--- src/rtl/wash_ctrl_param.sv ---
// wash_ctrl_param: parametrised laundry-cycle controller, IDLE -> READY -> SOAK -> WASH -> RINSE -> SPIN.
// Lid-pause support is compiled in when LID_PAUSE_EN is defined; otherwise i_lid_open is ignored.
module wash_ctrl_param #(
    parameter int unsigned        TICKS_PER_SEC = 250,
    parameter int unsigned        MIN_W         = 8,
    parameter logic [4*MIN_W-1:0] SOAK_MIN      = {8'd5, 8'd3, 8'd15, 8'd5},
    parameter logic [4*MIN_W-1:0] WASH_MIN      = {8'd10, 8'd8, 8'd20, 8'd10},
    parameter logic [4*MIN_W-1:0] RINSE_MIN     = {8'd5, 8'd3, 8'd15, 8'd5},
    parameter logic [4*MIN_W-1:0] SPIN_MIN      = {8'd5, 8'd3, 8'd15, 8'd5},
    parameter int unsigned        COINS_REQ     = 1,
    localparam int unsigned       REM_W         = MIN_W + 6
) (
    input  logic             i_clk,
    input  logic             i_rst_n,
    input  logic             i_coin,
    input  logic             i_start,
    input  logic             i_cancel,
    input  logic [1:0]       i_mode,
    input  logic             i_lid_open,
    output logic [5:0]       o_state,
    output logic [1:0]       o_mode,
    output logic [REM_W-1:0] o_rem_sec,
    output logic             o_done,
    output logic             o_paused
);
    localparam int unsigned      PRE_W     = (TICKS_PER_SEC > 1) ? $clog2(TICKS_PER_SEC) : 1;
    localparam logic [PRE_W-1:0] PRE_TOP   = PRE_W'(TICKS_PER_SEC - 1);
    localparam logic [3:0]       COINS_TOP = 4'(COINS_REQ);

    typedef enum logic [5:0] {
        S_IDLE  = 6'b000001,
        S_READY = 6'b000010,
        S_SOAK  = 6'b000100,
        S_WASH  = 6'b001000,
        S_RINSE = 6'b010000,
        S_SPIN  = 6'b100000
    } state_e;

    state_e           state_q, state_d;
    logic [1:0]       mode_q, mode_d;
    logic [REM_W-1:0] rem_q, rem_d;
    logic [PRE_W-1:0] presc_q, presc_d;
    logic [3:0]       coins_q, coins_d;
    logic             done_q, done_d;
    logic             in_phase, strobe, phase_end, paused, start_ok;

    // Minutes are widened before the multiply so 255 min * 60 still fits.
    function automatic logic [REM_W-1:0] to_sec(input logic [4*MIN_W-1:0] tbl, input logic [1:0] m);
        logic [MIN_W-1:0] mins;
        mins = tbl[int'(m)*MIN_W +: MIN_W];
        return REM_W'(mins) * REM_W'(60);
    endfunction

    assign in_phase  = (state_q == S_SOAK) || (state_q == S_WASH) ||
                       (state_q == S_RINSE) || (state_q == S_SPIN);
    assign strobe    = (presc_q == PRE_TOP);
    assign phase_end = (rem_q == '0) || (strobe && (rem_q == REM_W'(1)));

`ifdef LID_PAUSE_EN
    assign paused   = in_phase && i_lid_open;
    assign start_ok = i_start && !i_lid_open;
`else
    logic unused_lid;
    assign unused_lid = i_lid_open;
    assign paused     = 1'b0;
    assign start_ok   = i_start;
`endif

    always_comb begin
        // NOTE: every _d gets a hold default first so no path through the ifs can infer a latch.
        state_d = state_q;
        mode_d  = mode_q;
        rem_d   = rem_q;
        presc_d = presc_q;
        coins_d = coins_q;
        done_d  = 1'b0;
        if (i_cancel) begin
            state_d = S_IDLE;
            coins_d = '0;
            rem_d   = '0;
            presc_d = '0;
        end else if (in_phase && !paused) begin
            if (phase_end) begin
                presc_d = '0;
                case (state_q)
                    S_SOAK:  begin state_d = S_WASH;  rem_d = to_sec(WASH_MIN, mode_q);  end
                    S_WASH:  begin state_d = S_RINSE; rem_d = to_sec(RINSE_MIN, mode_q); end
                    S_RINSE: begin state_d = S_SPIN;  rem_d = to_sec(SPIN_MIN, mode_q);  end
                    default: begin
                        state_d = S_IDLE;
                        rem_d   = '0;
                        coins_d = '0;
                        done_d  = 1'b1;
                    end
                endcase
            end else begin
                presc_d = strobe ? '0 : presc_q + PRE_W'(1);
                if (strobe) rem_d = rem_q - REM_W'(1);
            end
        end else if ((state_q == S_READY) && start_ok) begin
            state_d = S_SOAK;
            mode_d  = i_mode;
            rem_d   = to_sec(SOAK_MIN, i_mode);
            presc_d = '0;
        end else if ((state_q == S_IDLE) && i_coin) begin
            if (coins_q + 4'd1 >= COINS_TOP) begin
                coins_d = COINS_TOP;
                state_d = S_READY;
            end else begin
                coins_d = coins_q + 4'd1;
            end
        end
    end

    // NOTE: state updates use non-blocking assignments so every flop samples pre-edge values.
    always_ff @(posedge i_clk or negedge i_rst_n) begin
        if (!i_rst_n) begin
            state_q <= S_IDLE;
            mode_q  <= '0;
            rem_q   <= '0;
            presc_q <= '0;
            coins_q <= '0;
            done_q  <= 1'b0;
        end else begin
            state_q <= state_d;
            mode_q  <= mode_d;
            rem_q   <= rem_d;
            presc_q <= presc_d;
            coins_q <= coins_d;
            done_q  <= done_d;
        end
    end

    assign o_state   = state_q;
    assign o_mode    = mode_q;
    assign o_rem_sec = rem_q;
    assign o_done    = done_q;
    assign o_paused  = paused;
endmodule

--- config.mk ---
export PLATFORM = sky130hd
export DESIGN_NAME = wash_ctrl_param
export DESIGN_NICKNAME = d
export VERILOG_FILES = /design/src/rtl/wash_ctrl_param.sv
export SDC_FILE = /design/constraint.sdc
export NUM_CORES = 1
export LEC_CHECK = 0
export CAP_MARGIN = 0
export CORE_ASPECT_RATIO = 0.7
export CORE_MARGIN = 4
export CORE_UTILIZATION = 40
export CTS_BUF_LIST = sky130_fd_sc_hd__clkbuf_8
export DETAILED_ROUTE_END_ITERATION = 10
export GPL_ROUTABILITY_DRIVEN = 1
export GPL_TIMING_DRIVEN = 0
export HOLD_SLACK_MARGIN = 0.1
export PLACE_DENSITY = 0.57
export SYNTH_ARGS = -nofsm -noshare
export SYNTH_HDL_FRONTEND = slang
export SYNTH_SLANG_ARGS = --single-unit
--- constraint.sdc ---
create_clock -name i_clk -period 4.1 [get_ports i_clk]
set_input_delay 0.41 -clock i_clk [delete_from_list [all_inputs] [get_ports i_clk]]
set_output_delay 0.41 -clock i_clk [all_outputs]
set_load 0.005 [all_outputs]
# After elaboration in Yosys (flattened, before gate mapping)
# Index checks and enable logic that the tools add are counted.
dict set report op_classes {
  addsub 3
  mul 3
  order_cmp 1
  n_eq_ne 12
  n_shift 3
  mux 29
  bitwise 2
  n_reduce_logical 18
}
# op count
set op_table {}
lappend op_table {{indexed part select 32 x 6 -> 8 bit, first input constant} 3}
lappend op_table {{2-to-1 mux 14 bit} 5}
lappend op_table {{2-to-1 mux 8 bit} 5}
lappend op_table {{multiplier 8 x 4 -> 12 bit, second input constant} 3}
lappend op_table {{2-to-1 mux 6 bit} 6}
lappend op_table {{2-to-1 mux 4 bit} 7}
lappend op_table {{case mux 14 bit (2 select lines)} 1}
lappend op_table {{case mux 6 bit (3 select lines)} 1}
lappend op_table {{equality test 14 x 1 -> 1 bit, second input constant} 1}
lappend op_table {{zero test 14 bit} 1}
lappend op_table {{subtractor 14 x 1 -> 14 bit, second input constant} 1}
lappend op_table {{adder 8 x 1 -> 8 bit, second input constant} 1}
lappend op_table {{equality test 8 bit, second input constant} 1}
lappend op_table {{nonzero test 4 bit} 2}
lappend op_table {{equality test 6 x 1 -> 1 bit, second input constant} 1}
lappend op_table {{equality test 6 x 2 -> 1 bit, second input constant} 1}
lappend op_table {{equality test 6 x 3 -> 1 bit, second input constant} 1}
lappend op_table {{equality test 6 x 4 -> 1 bit, second input constant} 1}
lappend op_table {{equality test 6 x 5 -> 1 bit, second input constant} 1}
lappend op_table {{equality test 6 bit, second input constant} 1}
lappend op_table {{inequality test 3 bit, second input constant} 2}
lappend op_table {{AND reduction 3 bit} 2}
lappend op_table {{nonzero test 3 bit} 2}
lappend op_table {{adder 4 x 1 -> 4 bit, second input constant} 1}
lappend op_table {{11 further kinds} 20}
dict set report totals {
  reg_bits 35
  wordCells 77
}

# Logic depth before layout (Yosys ltp)
# Gate-level depths: netlist of run 1.
dict set report logic_depth {
  word_depth 7
  depth_mapped 9
  depth_no_buf 8
}

# Least setup slack after synthesis of run 1
# OpenSTA, ideal clock, no wires.
dict set report synth_timing {
  kind {register to register}
  start {reg rem_q[0] (netlist: o_rem_sec[0])}
  end {reg rem_q[8] (netlist: o_rem_sec[8])}
  setup_ps 121
  t_arrival_ps 1945
  setup_slack_ps 2034
  path_stages_with_launch 10
  path_buffers 1
  cell_sequence {dfrtp_1 > inv_1 > ha_1 > or4b_1 > clkbuf_1 > nor4_1 > xnor2_1 > a21oi_1 > a21oi_1 > o21ai_1}
}
dict set report synth_between {
  elab_chain_cells 6
  word_cells_on_any_way 11
  cone_classes {1 x add/sub; 2 x eq/ne; 4 x mux; 4 x reduce/logical}
}
# item line_no
set synth_rtl {}
lappend synth_rtl {{from (decl)} 41} ;# logic [REM_W-1:0] rem_q, rem_d;
lappend synth_rtl {{from (signal assigned)} 127} ;# rem_q <= rem_d;
lappend synth_rtl {{branches (longest 6 deep; another with subtractor 14 x 1 -> 14 bit)} -}
# Parallel ways; which one is timed is not known. The select of a mux whose other input is x is not followed.
# A chain may end at the register's enable or synchronous reset.

# Final worst setup path of run 1
dict set report layout_timing {
  start {reg state_q[4] (netlist: o_state[4])}
  end {reg state_q[5] (netlist: o_state[5])}
}
dict set report layout_between {
  elab_chain_cells 6
  word_cells_on_any_way 20
  cone_classes {7 x eq/ne; 5 x mux; 8 x reduce/logical}
}
# item line_no
set layout_rtl {}
lappend layout_rtl {{from (decl)} 39} ;# state_e state_q, state_d;
lappend layout_rtl {{from (signal assigned)} 125} ;# state_q <= state_d;
lappend layout_rtl {{equality test 6 x 3 -> 1 bit / equality test 6 x 4 -> 1 bit (equally long branches)} {54, 85}}
lappend layout_rtl {{logical OR 1 bit (2 in series)} 54} ;# assign in_phase = (state_q == S_SOAK) || (state_q == S_WASH) ||
lappend layout_rtl {{logical OR 1 bit} 55} ;# (state_q == S_RINSE) || (state_q == S_SPIN);
lappend layout_rtl {{inequality test 3 x 2 -> 1 bit (no source line), or another cell as far along} -}
lappend layout_rtl {{AND reduction 3 bit (no source line) / 2-to-1 mux 6 bit (equally long branches)} -}
# Parallel ways exist; a longest one is shown, timed or not. The select of a mux whose other input is x is not followed.

==> impl_metrics.json, run 1 <==
{
  "ios": 32,
  "top_usage_layer": "met1",
  "p_sw_share_pct": 34.5,
  "synth-simple-area-share_pct": 23.5,
  "antenna_cells": 0,
  "ys_types": 60,
  "yosysWarnings": 0,
  "syn_nets": 302,
  "tightest_slew_ps": 821,
  "p_seq_share_pct": 39.7,
  "clock_insertion_delay_worst_skew_ps": 300,
  "via_per_inst": 5.60,
  "fp.dieArea_mm2": 0.00755,
  "grt_max_degree": 36,
  "cts_htree_levels": 2,
  "yosys.area_share.adder_pct": 8.06,
  "clk_path_buf_depth": 2,
  "synth_top_family_by_area": "simple AND/OR/NAND/NOR gates",
  "p_leak_nw": 1.22,
  "wl_per_cell_um": 16.4,
  "ir_drop_uv": 144,
  "start_util_pct": 42.3,
  "hold_class": "in2async",
  "relSlewSlack_pct": 45.3,
  "combPwrFrac_pct": 32.3,
  "synth_xor_area_share_pct": 4.58,
  "synth_cells": 278,
  "drv_slew": 0,
  "switchingPower_mw": 0.349,
  "drt-pass1-iter-count": 4,
  "internal_power_mw": 0.662,
  "fin_crit_sh_pct": 58.0,
  "status": "finished, final reports clean",
  "crit_arrival_ps": 2570,
  "maxCapViolCount": 0,
  "utilization_pct": 50.3,
  "ys_seq_area_share_pct": 35.3,
  "core_mm2": 0.00587,
  "final_area_mm2": 0.00295,
  "initialDrtViolationCount": 122,
  "p_per_area_mw_per_mm2": 342,
  "routabilityCongestion": 0.835,
  "syn-cell-area_mm2": 0.00248,
  "p_clk_share_pct": 28.0,
  "setup_violations": 0,
  "drive_above_1_share_pct": 12.7,
  "synthMuxAreaShare_pct": 3.83,
  "nets": 337,
  "fmax_mhz": 420,
  "ant_nets": 0,
  "postCtsSetupBuffers": 0,
  "avgSynthCellArea_um2": 8.93,
  "syn2layout_area_growth_pct": 18.9,
  "synth-compound-area-share_pct": 18.5,
  "grt.overflow.total": 0,
  "post-dp-hpwl_mm": 4.81,
  "cts_hold_buf": 0,
  "root_buffer": "clkbuf_8",
  "crit_type": "reg2reg",
  "met2_usage_pct": 26.6,
  "port_buffers": 28,
  "grt_pass1_vias": 2141,
  "total_power_mw": 1.01,
  "fin_setup_tns_ps": 0,
  "synth-edff-count": 0,
  "clock-sinks": 35,
  "clk_pin_slew_ps": 80,
  "drc": 0,
  "die_w_um": 102,
  "rsz0062_at_grt": "false",
  "synthArstFlopShare_pct": 100,
  "antenna_found_initial": 0,
  "period_minus_slack_ps": 2380,
  "final_hold_viol_count": 0,
  "use_met3_pct": 3.70,
  "grt_usage_pct": 18.5,
  "die_h_um": 73.9,
  "cts_tree": "built",
  "synthFlopType": "dfrtp_1",
  "post_cts_resized": 0,
  "grt_use_met1_pct": 28.4,
  "r2r_start": "o_state[4]",
  "worst-path-max-fanout": 10,
  "worst_setup_path_start_kind": "flop",
  "grt_pass1_wl_mm": 10.8,
  "startpoint": "o_state[4]",
  "postSynthRegisterBits": 35,
  "drt-total-wl_mm": 6.40,
  "reg2reg_depth": 6,
  "cts_buffers": 5,
  "fin_worst_skew_ps": 11.4,
  "cp_data_required_time_ps": 4290,
  "worst_setup_path_end_kind": "flop",
  "num_vias": 2178,
  "placed_cell_area_mm2": 0.00285,
  "rows": 23
}
layout make-up:
cell class / count / area, um2
fillers: 561 / 2920
multi-input cells: 211 / 1460
flip-flops and latches: 35 / 877
repair buffers: 28 / 275
clock buffers: 7 / 96.3
well taps: 75 / 93.8
plain buffers: 13 / 78.8
inverters: 19 / 71.3
clock inverters: 1 / 3.75
routing by layer:
| layer | vias to the layer above | share of wire (%) |
|---|---|---|
| met1 | 1051 | 54 |
| met2 | 39 | 41 |
| met5 | - | 0 |
| li1 | 1082 | - |
| met4 | 0 | 0.92 |
| met3 | 6 | 4.2 |
kinds of logic after synthesis:
| group | count (synthesis) |
|---|---|
| and+or+nand+nor | 104 |
| AOI/OAI and AO/OA | 69 |
| DFF | 35 |
| buffers and inverters | 32 |
| adders and majority gates | 16 |
| xor gates and xnor gates | 13 |
| muxes | 8 |
| other | 1 |
power groups by stage:
stage | sequential [mW] | clock (mW) | combinational [mW]
after floorplan | 0.404 | 0 | 0.216
after global placement | 0.408 | 0 | 0.324
after detailed placement | 0.409 | 0 | 0.326
after CTS | 0.402 | 0.293 | 0.328
after global routing | 0.408 | 0.302 | 0.365
final | 0.401 | 0.283 | 0.326
stage by stage:
stage          setup slack [ps]  std cells  hold slack [ps]
2_1_floorplan              2030        278              114
3_3_place_gp               1710        381              475
3_5_place_dp               1730        381              482
4_1_cts                    1710        389              236
5_1_grt                    1530        389              280
6_report                   1720        389              202
placed cells by master (no fill, tap or decap), types with 3 or more instances in the layout:
master,count
a211oi_1,3
mux2i_1,5
inv_1,20
o221ai_1,3
nand3_1,8
nor4_1,4
xnor2_1,9
o21ai_0,15
clkbuf_8,7
ha_1,16
o211ai_1,3
o31ai_1,6
nand4_1,7
xor2_1,4
mux2_4,3
o21ai_1,4
a31oi_1,4
buf_2,6
or3_1,4
a21oi_1,14
nand2_1,24
o2bb2ai_1,3
and2_1,4
nor3_1,13
dfrtp_1,34
clkdlybuf4s50_1,27
nor2_1,18
sequential cells by signal, indices dropped and copies added, names as in the netlist:
register,cells
o_done,1
o_state,6
o_rem_sec,14
presc_q,8
o_mode,2
coins_q,4
Yosys cell counts (4+ instances only):
master / count / area share [%]
xnor2_1: 9 / 3.2
nor3_1: 13 / 2.6
buf_2: 5 / 1.0
nand4_1: 7 / 1.8
nor2_1: 18 / 2.7
a31oi_1: 4 / 1.0
dfrtp_1: 34 / 34
nor4_1: 4 / 1.0
or3_1: 4 / 1.0
and2_1: 4 / 1.0
o21ai_0: 15 / 3.0
xor2_1: 4 / 1.4
inv_1: 19 / 2.9
ha_1: 16 / 8.1
o31ai_1: 6 / 1.8
mux2i_1: 5 / 2.0
nand3_1: 8 / 1.6
o21ai_1: 4 / 0.81
a21oi_1: 14 / 2.8
nand2_1: 24 / 3.6
critical path, stage by stage, from the launching register on:
cell and delay (ps):
dfrtp_1 460, xor2_1 210, o211a_1 240, o21ai_2 390, nand2_1 230, a21oi_2 410
mux2_4 330
path summary, 6_finish.rpt:
kind / end / slack (ps)
setup / recovery: o_state[5] / 1720
hold / removal: o_state[3] / 200
setup reg to reg: o_state[5] / 1720
hold reg to reg: coins_q[2] / 500
max in group asynchronous: presc_q[7] / 3360
min in group i_clk: coins_q[2] / 500
Note: power is estimated with default switching activity, not from simulation.
==> inputs of run 2 (changes only) <==
- clock period: 4.1 -> 2.46 ns (I/O delays scaled with it)
==> impl_metrics.json, run 2 (synthesis results as in run 1) <==
{
  "core_mm2": 0.00587,
  "fin_worst_skew_ps": 8.99,
  "cts_tree": "built",
  "clock-sinks": 35,
  "clock_insertion_delay_worst_skew_ps": 290,
  "drc": 0,
  "fp.dieArea_mm2": 0.00755,
  "grt_pass1_vias": 2141,
  "cts_htree_levels": 2,
  "num_vias": 2176,
  "worst_setup_path_end_kind": "flop",
  "p_per_area_mw_per_mm2": 566,
  "cts_buffers": 5,
  "rsz0062_at_grt": "false",
  "crit_type": "reg2reg",
  "hold_class": "in2reg",
  "ant_nets": 0,
  "start_util_pct": 42.3,
  "syn2layout_area_growth_pct": 20.3,
  "die_h_um": 73.9,
  "fin_setup_tns_ps": 0,
  "rows": 23,
  "grt.overflow.total": 0,
  "status": "finished, final reports clean",
  "antenna_cells": 0,
  "post-dp-hpwl_mm": 4.81,
  "ir_drop_uv": 240,
  "port_buffers": 28,
  "fmax_mhz": 437,
  "ios": 32,
  "postCtsSetupBuffers": 0,
  "initialDrtViolationCount": 110,
  "clk_pin_slew_ps": 80,
  "period_minus_slack_ps": 2290,
  "drv_slew": 0,
  "maxCapViolCount": 0,
  "relSlewSlack_pct": 45.0,
  "drt-total-wl_mm": 6.42,
  "antenna_found_initial": 0,
  "clk_path_buf_depth": 2,
  "worst-path-max-fanout": 6,
  "worst_setup_path_start_kind": "flop",
  "fin_crit_sh_pct": 93.1,
  "grt_usage_pct": 18.5,
  "tightest_slew_ps": 825,
  "layout_commonest_cell": "dfrtp_1",
  "utilization_pct": 50.9,
  "grt_pass1_wl_mm": 10.8,
  "die_w_um": 102,
  "wl_per_cell_um": 16.5,
  "fill_cells": 555,
  "drt-pass1-iter-count": 4,
  "grt_max_degree": 36,
  "crit_arrival_ps": 2480,
  "p_leak_nw": 1.23,
  "setup_violations": 0,
  "cp_data_required_time_ps": 2640,
  "final_cell_mix": "dfrtp_1, clkdlybuf4s50_1, nand2_1, inv_1, nor2_1",
  "largest_reg_flops": 14,
  "root_buffer": "clkbuf_8",
  "routabilityCongestion": 0.835,
  "drive_above_1_share_pct": 13.7,
  "nets": 338,
  "final_hold_viol_count": 0,
  "via_per_inst": 5.58
}
## run 2: metrics by stage
stage	cells	cell area [um2]	worst slack, ps	hold WS (ps)	total power [mW]
detailed placement	381	2850	90.9	393	1.22
global route	390	2990	7.28	377	1.80
global placement	381	2860	78.5	475	1.22
CTS	390	2960	70.8	347	1.71
finish	390	2990	169	349	1.69
floorplan	278	2480	394	-49.6	1.03
## run 2: final cells by class
class	count	area [um2]	area share, %
Buffer	13	78.8	2.64
Inverter	19	71.3	2.39
Timing Repair Buffer	29	285	9.55
Multi-Input combinational cell	211	1480	49.6
Tap cell	75	93.8	3.14
Sequential cell	35	877	29.4
Clock inverter	1	3.75	0.126
Clock buffer	7	96.3	3.23
## run 2: final timing paths
path,cells past startpoint,startpoint,to,slack (ps)
worst max-delay path,6,o_rem_sec[8],o_state[5],170
worst min-delay path,3,i_cancel,o_state[0],350
worst max register to register,6,o_rem_sec[8],o_state[5],170
worst min register to register,1,coins_q[2],coins_q[2],500
max in group asynchronous,2,i_rst_n,presc_q[7],1340
min in group asynchronous,2,i_rst_n,o_state[3],580
## run 2: where the power goes
part / switching (mW) / internal (mW) / leakage, nW
Clock: 0.219 / 0.252 / 0.0557
Combinational: 0.309 / 0.240 / 0.702
Sequential: 0.0555 / 0.615 / 0.473
## run 2: critical path, stage by stage (launching register included)
cell and delay, ps:
dfrtp_1 430, or4_4 600, nor4_4 250, nand3_2 220
nand3_2 210, a21oi_2 150, mux2_4 320
## run 2: layer usage
metal  global-route usage [%]  vias to the layer above  wire [um]
li1                         -                     1076          -
met4                     4.37                        0         50
met1                     28.4                     1041       3400
met3                     3.70                        5        343
met2                     26.6                       54       2630
met5                        0                        -          0
## run 2: timing repair
action	CTS	global route
hold buffers	1	0
gates resized for setup	0	4
endpoints found under the hold margin	34	0
setup endpoints to repair	0	4
